==> src/rtl/seq_div_8by4_pkg.sv <==
// Shared constants and FSM state type for the sequential restoring divider.
package seq_div_8by4_pkg;

    typedef enum logic [1:0] {
        IDLE = 2'd0,
        CALC = 2'd1,
        FIN  = 2'd2
    } state_t;

    localparam int WN_DEF    = 8;
    localparam int WD_DEF    = 4;
    localparam int CNT_W_DEF = $clog2(WN_DEF + 1);

    // Step counter must hold the value WN itself, hence WN+1 codes.
    function automatic int cnt_w(input int wn);
        return $clog2(wn + 1);
    endfunction

endpackage

==> src/rtl/seq_div_8by4_div_step.sv <==
// One restoring-division step: shift in a dividend bit, trial-subtract the
// divisor with a ripple of full-adder cells, restore when the borrow fires.
module seq_div_8by4_div_step #(
    parameter int WD = 4
) (
    input  logic [WD-1:0] i_p,
    input  logic          i_bit,
    input  logic [WD-1:0] i_d,
    output logic [WD-1:0] o_p,
    output logic          o_q
);

    logic [WD:0]   w_a;
    logic [WD:0]   w_b;
    logic [WD-1:0] w_diff;
    logic [WD+1:0] w_c;

    // The partial remainder is always below D after a step, so only its low
    // WD bits are stored; the shifted value still needs WD+1 bits.
    assign w_a    = {i_p, i_bit};
    assign w_b    = ~{1'b0, i_d};
    assign w_c[0] = 1'b1;

    for (genvar i = 0; i <= WD; i++) begin : g_fa
        assign w_c[i+1] = (w_a[i] & w_b[i]) | (w_c[i] & (w_a[i] ^ w_b[i]));
        if (i < WD) begin : g_sum
            assign w_diff[i] = w_a[i] ^ w_b[i] ^ w_c[i];
        end
    end

    // Carry out of a + ~b + 1 means no borrow, i.e. the trial result is >= 0.
    assign o_q = w_c[WD+1];
    assign o_p = o_q ? w_diff : w_a[WD-1:0];

endmodule

==> src/rtl/seq_div_8by4.sv <==
// Sequential restoring divider: WN-bit dividend by WD-bit divisor, one
// quotient bit per clock, start/done handshake with divide-by-zero flag.
module seq_div_8by4
    import seq_div_8by4_pkg::*;
#(
    parameter int WN = WN_DEF,
    parameter int WD = WD_DEF
) (
    input  logic          i_clk,
    input  logic          i_rst,
    input  logic          i_start,
    input  logic [WN-1:0] i_n,
    input  logic [WD-1:0] i_d,
    output logic          o_busy,
    output logic          o_done,
    output logic [WN-1:0] o_q,
    output logic [WD-1:0] o_r,
    output logic          o_dz
);

    localparam int CW = cnt_w(WN);

    state_t        r_state;
    state_t        w_next;
    logic [WN-1:0] r_ns;
    logic [WD-1:0] r_p;
    logic [WD-1:0] r_d;
    logic [CW-1:0] r_cnt;
    logic [WN-1:0] r_q;
    logic [WD-1:0] r_r;
    logic          r_dz;

    logic [WD-1:0] w_p_next;
    logic          w_qbit;
    logic          w_accept;
    logic          w_last;

    seq_div_8by4_div_step #(.WD(WD)) u_step (
        .i_p   (r_p),
        .i_bit (r_ns[WN-1]),
        .i_d   (r_d),
        .o_p   (w_p_next),
        .o_q   (w_qbit)
    );

    assign w_accept = i_start && (r_state != CALC);
    assign w_last   = (r_state == CALC) && (r_cnt == CW'(1));

    always_ff @(posedge i_clk or posedge i_rst) begin
        if (i_rst) r_state <= IDLE;
        else       r_state <= w_next;
    end

    always_comb begin
        w_next = r_state;
        case (r_state)
            IDLE, FIN: begin
                if (i_start) w_next = (i_d != '0) ? CALC : FIN;
                else         w_next = IDLE;
            end
            CALC:    if (w_last) w_next = FIN;
            default: w_next = IDLE;
        endcase
    end

    always_comb begin
        o_busy = 1'b0;
        o_done = 1'b0;
        case (r_state)
            CALC:    o_busy = 1'b1;
            FIN:     o_done = 1'b1;
            default: ;
        endcase
    end

    // Dividend shift register doubles as the quotient register: each step
    // drops a dividend bit off the top and pushes a quotient bit in below.
    always_ff @(posedge i_clk or posedge i_rst) begin
        if (i_rst) begin
            r_ns  <= '0;
            r_p   <= '0;
            r_d   <= '0;
            r_cnt <= '0;
            r_q   <= '0;
            r_r   <= '0;
            r_dz  <= 1'b0;
        end else if (w_accept) begin
            r_ns  <= i_n;
            r_p   <= '0;
            r_d   <= i_d;
            r_cnt <= CW'(WN);
            if (i_d == '0) begin
                r_q  <= '1;
                r_r  <= i_n[WD-1:0];
                r_dz <= 1'b1;
            end
        end else if (r_state == CALC) begin
            r_ns  <= {r_ns[WN-2:0], w_qbit};
            r_p   <= w_p_next;
            r_cnt <= r_cnt - CW'(1);
            if (w_last) begin
                r_q  <= {r_ns[WN-2:0], w_qbit};
                r_r  <= w_p_next;
                r_dz <= 1'b0;
            end
        end
    end

    assign o_q  = r_q;
    assign o_r  = r_r;
    assign o_dz = r_dz;

endmodule

==> config.mk <==
export PLATFORM = sky130hd
export DESIGN_NAME = seq_div_8by4
export DESIGN_NICKNAME = d
export VERILOG_FILES = /design/src/rtl/seq_div_8by4_pkg.sv /design/src/rtl/seq_div_8by4_div_step.sv /design/src/rtl/seq_div_8by4.sv
export SDC_FILE = /design/constraint.sdc
export NUM_CORES = 1
export LEC_CHECK = 0
export CORE_MARGIN = 2
export CORE_UTILIZATION = 55
export CTS_CLUSTER_DIAMETER = 120
export CTS_CLUSTER_SIZE = 28
export DETAILED_ROUTE_END_ITERATION = 6
export PLACE_DENSITY_LB_ADDON = 0.15
export SYNTH_ARGS = -nofsm -noshare
export SYNTH_HDL_FRONTEND = slang
export SYNTH_SLANG_ARGS = --single-unit
==> constraint.sdc <==
create_clock -name i_clk -period 5.8 [get_ports i_clk]
set_clock_uncertainty 0.2 [all_clocks]
set_input_delay 1.74 -clock i_clk [delete_from_list [all_inputs] [get_ports i_clk]]
set_output_delay 1.74 -clock i_clk [all_outputs]
set_load 0.05 [all_outputs]
==> run summary, run 1 <==
Outcome -> finished clean
Crit Path Category -> register to output pin
Placeable Area -> 2780 µm²
GR Util met1 -> 28.2%
Die width -> 58.5 µm
Share of cells above drive strength 1 -> 10.9%
Met3 Usage GRT -> 7.91%
Hold Path Depth -> 1
TritonCTS clock tree -> built
Reg power frac -> 36.5%
Clk pin slew, worst setup/hold paths -> 0.10 ns
Post-CTS sizing -> 0
RSZ-0062 raised after global routing -> false
CTS root buffer -> clkbuf_4
Period utilization -> 74.9%
Vias in the first global route -> 1105
Fmax -> 0.230 GHz
Arr. time, crit path -> 2.40 ns
Worst-Skew Late Latency -> 0.35 ns
Syn nets -> 164
Final TNS setup -> 0 ns
CP startpoint kind -> register
Placed instance count -> 197
DRC violations left -> 0
Power per Cell Area -> 624 nW/µm²
Routability Congestion -> 0.847
Register area share after synthesis -> 53.6%
First drt pass iteration count -> 4
Sw Share -> 45.7%
1st-iter DRT viols -> 31
Slew @ Worst Pin -> 0.720 ns
Clk network pwr share -> 10.3%
Initial antenna violation count -> 0
Total gr overflow -> 0
Final WL -> 3180 µm
Nets -> 194
# IOs -> 30
Via density -> 5.49
Yosys warns -> 0
Relative slew slack -> 51.8%
Fin. Hold Viols -> 0
N_diodes -> 0
Delay-heaviest family, CP -> buffers and inverters
Core Rows -> 19
Met2 GRT Util -> 32.4%
Combinational share of power -> 53.1%
Num CTS Buffers -> 5
Die ar. -> 3420 µm²
Maximum vdd drop -> 0.000417 V
Syn-to-layout area delta -> 21.3%
Hold Slack -> 0.293 ns
FF-to-FF path depth -> 9
Worst Setup End Kind -> output pin
Post-CTS setup buffers -> 0
Static leakage -> 0.857 nW
R2R Path End -> o_r[2]
Switching power -> 0.565 mW
Mapped Avg Cell Area -> 11.4 µm²
CP required -> 3.86 ns
WP buf/inv -> 2
Largest net degree at the start of global routing -> 36
Syn Inst Count -> 143
Hold buffers post-CTS -> 0
HP Class -> register to register
Final Max Slew Viols -> 0
First-pass GRT wire length -> 5260 µm
Critical R2R Launch -> r_ns[7]
Yosys reg bits -> 35
Cell Chain, Critical Path -> nand2b_2, inv_1, clkdlybuf4s50_1
Final HPWL DP -> 2340 µm
Bufs on Longest Clock Path -> 2
Crit path max fanout -> 22
Max-Cap Viols -> 0
Die Y -> 58.5 µm
Routed via count -> 1125
Worst reg-to-reg setup slack -> 2.86 ns
Critical path's slowest cell -> clkdlybuf4s50_1
Pint -> 0.672 mW
Worst min-delay path startpoint -> o_q[2]
H-tree depth -> 2
Post-synthesis cell type count -> 29
Final setup vio count -> 0
Initial Util -> 58.7%
Non-Filler Instances -> 205
# clock sinks -> 35
Gr busiest metal -> met2
GRT Total Usage -> 21.4%
Fin crit period -> 4.34 ns
Antenna-violating nets left -> 0
Number of I/O port buffers -> 29
Post-Syn Area -> 1630 µm²
Max incr delay on CP -> 0.91 ns
Per-cell routed wire length -> 15.5 µm
Hold Crit Endpoint -> o_q[2]
## per-layer routing
layer | vias up | part of all wire (%)
li1 | 559 | -
met1 | 540 | 45
met2 | 20 | 49
met3 | 6 | 4.7
met4 | 0 | 1.6
met5 | - | 0
## synthesized netlist by cell type
cell | count | area share (%)
nand2b_2 | 1 | 0.54
and2_1 | 1 | 0.38
nand3_4 | 1 | 1.1
nand3b_1 | 1 | 0.46
buf_2 | 4 | 1.2
o221a_2 | 1 | 0.69
nor4_4 | 1 | 1.3
o32ai_1 | 1 | 0.54
a211oi_1 | 1 | 0.46
nand3_1 | 6 | 1.8
o22a_1 | 8 | 4.3
clkbuf_1 | 2 | 0.46
o31ai_1 | 1 | 0.46
ha_1 | 3 | 2.3
fa_1 | 3 | 3.7
mux2i_1 | 8 | 4.9
nor2b_1 | 1 | 0.38
nand2_1 | 21 | 4.8
dfrtp_1 | 35 | 54
inv_1 | 9 | 2.1
nor2_1 | 3 | 0.69
nor3_1 | 1 | 0.31
nand2_2 | 1 | 0.38
o221a_1 | 2 | 1.4
mux2_2 | 7 | 4.8
nor3b_1 | 2 | 0.92
o21ai_0 | 16 | 4.9
buf_6 | 1 | 0.69
nand2b_1 | 1 | 0.38
## cells by family after synthesis
| family | Yosys count | share of synthesized area [%] |
|---|---|---|
| flip-flops | 35 | 53.6 |
| AO/OA/AOI/OAI | 30 | 12.7 |
| buffers and inverters | 16 | 4.44 |
| multiplexers | 15 | 9.73 |
| adder cells (fa/ha/maj) | 6 | 5.98 |
| AND/OR/NAND/NOR | 41 | 13.5 |
## worst max-delay path by stage
stage | slack (ns) | end | startpoint | depth (start not counted)
after floorplan | 2.76 | o_done | r_state[0] | 1
after global placement | 1.86 | o_busy | r_state[1] | 3
after detailed placement | 1.83 | o_busy | r_state[1] | 3
after CTS | 1.45 | o_busy | r_state[1] | 3
after global routing | 1.34 | o_busy | r_state[1] | 3
final | 1.46 | o_busy | r_state[1] | 3
## state kept, by name, indices dropped and copies added (netlist names)
register and flops:
o_q 8, r_state 2, r_cnt 4, r_ns 8, r_p 4, o_r 4
o_dz 1, r_d 4
## per-stage QoR
stage | util, % | area [µm²] | power, mW | setup WS (ns)
floorplan | - | 1630 | 0.930 | 2.76
global placement | 69.4 | 1930 | 1.09 | 1.86
detailed placement | 69.4 | 1930 | 1.12 | 1.83
CTS | 71.2 | 1980 | 1.25 | 1.45
global route | 71.2 | 1980 | 1.32 | 1.34
finish | 71.2 | 1980 | 1.24 | 1.46
## power groups by stage
stage	Clock (mW)	Combinational (mW)	Sequential, mW
2_1_floorplan	0	0.337	0.593
3_3_place_gp	0	0.645	0.447
3_5_place_dp	0	0.664	0.456
4_1_cts	0.130	0.666	0.450
5_1_grt	0.143	0.713	0.465
6_report	0.128	0.657	0.452
## worst register-to-register path, cell delays in order (launching register included)
cell	delay, ns
dfrtp_1	0.41
inv_1	0.06
ha_1	0.18
fa_1	0.39
fa_1	0.39
fa_1	0.37
nand2b_1	0.24
mux2_2	0.39
nand2_1	0.09
o221a_2	0.17
## layout by cell type (no fill, tap or decap)
cell type        count
mux2_2               7
nor3_1               1
nand3b_1             1
clkbuf_4             5
o221a_1              2
dfrtp_1             35
o21ai_0             16
fa_1                 3
nand3_1              6
a211oi_1             1
buf_4                1
nand2_2              1
and2_1               1
nor4_4               1
nand3_4              1
nand2b_2             1
o221a_2              1
mux2i_1              8
nand2b_1             1
nand2_1             21
o22a_1               8
o31ai_1              1
o32ai_1              1
ha_1                 3
clkdlybuf4s50_1     29
clkinv_2             1
nor2_1               3
nor2b_1              1
inv_1                9
clkbuf_1             2
nor3b_1              2
## final cells by class
type,instances,area [µm²]
clock buffers,7,45.0
well taps,31,38.8
inverters,9,33.8
fillers,218,801
multi-input cells,92,684
flip-flops and latches,35,876
repair buffers,30,298
clock inverters,1,5.00
Power figures use the tool's default switching activity.
==> run 2: changes to the inputs <==
--- a/config.mk
+++ b/config.mk
@@ -6,7 +6,7 @@
 export NUM_CORES = 1
 export LEC_CHECK = 0
 export CORE_MARGIN = 2
-export CORE_UTILIZATION = 55
+export CORE_UTILIZATION = 46
 export CTS_CLUSTER_DIAMETER = 120
 export CTS_CLUSTER_SIZE = 28
 export DETAILED_ROUTE_END_ITERATION = 6
==> constraint.sdc (replaced) <==
create_clock -name i_clk -period 3.9 [get_ports i_clk]
set_clock_uncertainty 0.2 [all_clocks]
set_input_delay 1.17 -clock i_clk [delete_from_list [all_inputs] [get_ports i_clk]]
set_output_delay 1.17 -clock i_clk [all_outputs]
set_load 0.05 [all_outputs]
==> run 2 against run 1 <==
Worst hold slack better by 0.0020 ns. Global-route usage is 2.9 points lower. Cell count is 8.3% higher. Largest cell class unchanged. Die area is 18% higher. Count of clock-buffer cells in the layout is 2 lower. First-iteration DRC count is 130% higher. Non-clock buffer count is 2 higher. Sequential power is 48% higher.
==> run summary, run 2 (synthesis results as in run 1) <==
Final WL -> 3240 µm
CP startpoint kind -> register
Final HPWL DP -> 2450 µm
Routability Congestion -> 0.760
Commonest non-fill, non-tap cell in the layout -> dfrtp_1
Final setup vio count -> 0
Nets -> 196
Die ar. -> 4040 µm²
Largest net degree at the start of global routing -> 22
Bufs on Longest Clock Path -> 2
Post-CTS setup buffers -> 0
Static leakage -> 0.872 nW
Final TNS setup -> 0 ns
Routed via count -> 1155
Share of cells above drive strength 1 -> 13.1%
Area of the multi-input gates -> 684 µm²
Crit path max fanout -> 16
Final Max Slew Viols -> 0
Clk pin slew, worst setup/hold paths -> 0.10 ns
Die width -> 63.6 µm
Hold Slack -> 0.295 ns
TritonCTS clock tree -> built
CTS root buffer -> clkbuf_4
Max-Cap Viols -> 0
Initial Util -> 48.5%
Num CTS Buffers -> 5
Worst min-delay path startpoint -> o_dz
Antenna-violating nets left -> 0
Power per Cell Area -> 919 nW/µm²
Commonest cells after routing, fill and taps aside -> dfrtp_1, clkdlybuf4s50_1, nand2_1
Post-CTS sizing -> 0
Setup ws final -> 0.524 ns
Fillcell total -> 311
Vias in the first global route -> 1240
Worst slack at placement -> 0.769 ns
Fin. Hold Viols -> 0
Core Util, Final -> 60.0%
# clock sinks -> 35
Worst Setup End Kind -> output pin
Outcome -> finished clean
CP required -> 2.53 ns
Crit Path Category -> register to output pin
Met3 Usage GRT -> 5.71%
Critical R2R Launch -> r_ns[7]
First drt pass iteration count -> 4
CP startpoint -> r_state[1]
Fin crit period -> 3.38 ns
HP Class -> register to register
Placeable Area -> 3360 µm²
Total gr overflow -> 0
Met2 GRT Util -> 30.1%
1st-iter DRT viols -> 70
Register area -> 876 µm²
Arr. time, crit path -> 2.01 ns
Syn-to-layout area delta -> 23.5%
Worst-Skew Late Latency -> 0.34 ns
Fmax -> 0.296 GHz
Relative slew slack -> 49.9%
First-pass GRT wire length -> 5730 µm
# IOs -> 30
RSZ-0062 raised after global routing -> false
DRC violations left -> 0
H-tree depth -> 2
Core Rows -> 21
Gr busiest metal -> met2
Per-cell routed wire length -> 14.6 µm
GRT Total Usage -> 18.4%
N_diodes -> 0
Slew @ Worst Pin -> 0.749 ns
Die Y -> 63.6 µm
Period utilization -> 86.6%
Maximum vdd drop -> 0.000420 V
Hold buffers post-CTS -> 0
GR Util met1 -> 23.0%
Initial antenna violation count -> 0
Number of I/O port buffers -> 29
Via density -> 5.20
## run 2: changes by cell type in the layout (fill, tap and decap cells not counted)
cell	before	now
clkinv_2	1	3
buf_4	1	3
clkbuf_1	2	0
## run 2: routing by layer
metal  up-vias  share of wire (%)
li1        568                  -
met1       558                 44
met2        22                 50
met3         7                4.5
met4         0                1.4
met5         -                  0
## run 2: path summary, 6_finish.rpt
| path | endpoint | slack [ns] | depth (start not counted) |
|---|---|---|---|
| min in group asynchronous | r_cnt[0] | 0.92 | 2 |
| setup / recovery | o_busy | 0.52 | 3 |
| hold / removal | o_dz | 0.30 | 2 |
| setup reg to reg | o_r[3] | 0.94 | 9 |
| max in group asynchronous | o_q[1] | 2.02 | 3 |
| hold reg to reg | o_dz | 0.30 | 2 |
## run 2: final cells by class
cell class | count | area share, %
clock inverters | 3 | 0.744
multi-input cells | 92 | 33.9
flip-flops and latches | 35 | 43.4
well taps | 46 | 2.85
inverters | 9 | 1.67
clock buffers | 5 | 1.86
repair buffers | 32 | 15.5
## run 2: power breakdown
| group | internal, mW | switching, mW | total, mW |
|---|---|---|---|
| clock network | 0.0670 | 0.119 | 0.186 |
| logic | 0.394 | 0.607 | 1.00 |
| registers | 0.546 | 0.122 | 0.668 |
| total | 1.01 | 0.848 | 1.85 |
## run 2: per-stage QoR
stage / area, µm² / total power, mW / std cells
4_1_cts: 2020 / 1.87 / 222
6_report: 2020 / 1.85 / 222
2_1_floorplan: 1630 / 1.38 / 143
3_3_place_gp: 1960 / 1.64 / 214
5_1_grt: 2020 / 2.01 / 222
3_5_place_dp: 1960 / 1.69 / 214
## run 2: worst max-delay path, cell delays in order (launching register included)
cell,delay [ns]
dfrtp_1,0.39
nand2b_2,0.33
inv_1,0.14
clkdlybuf4s50_1,0.81
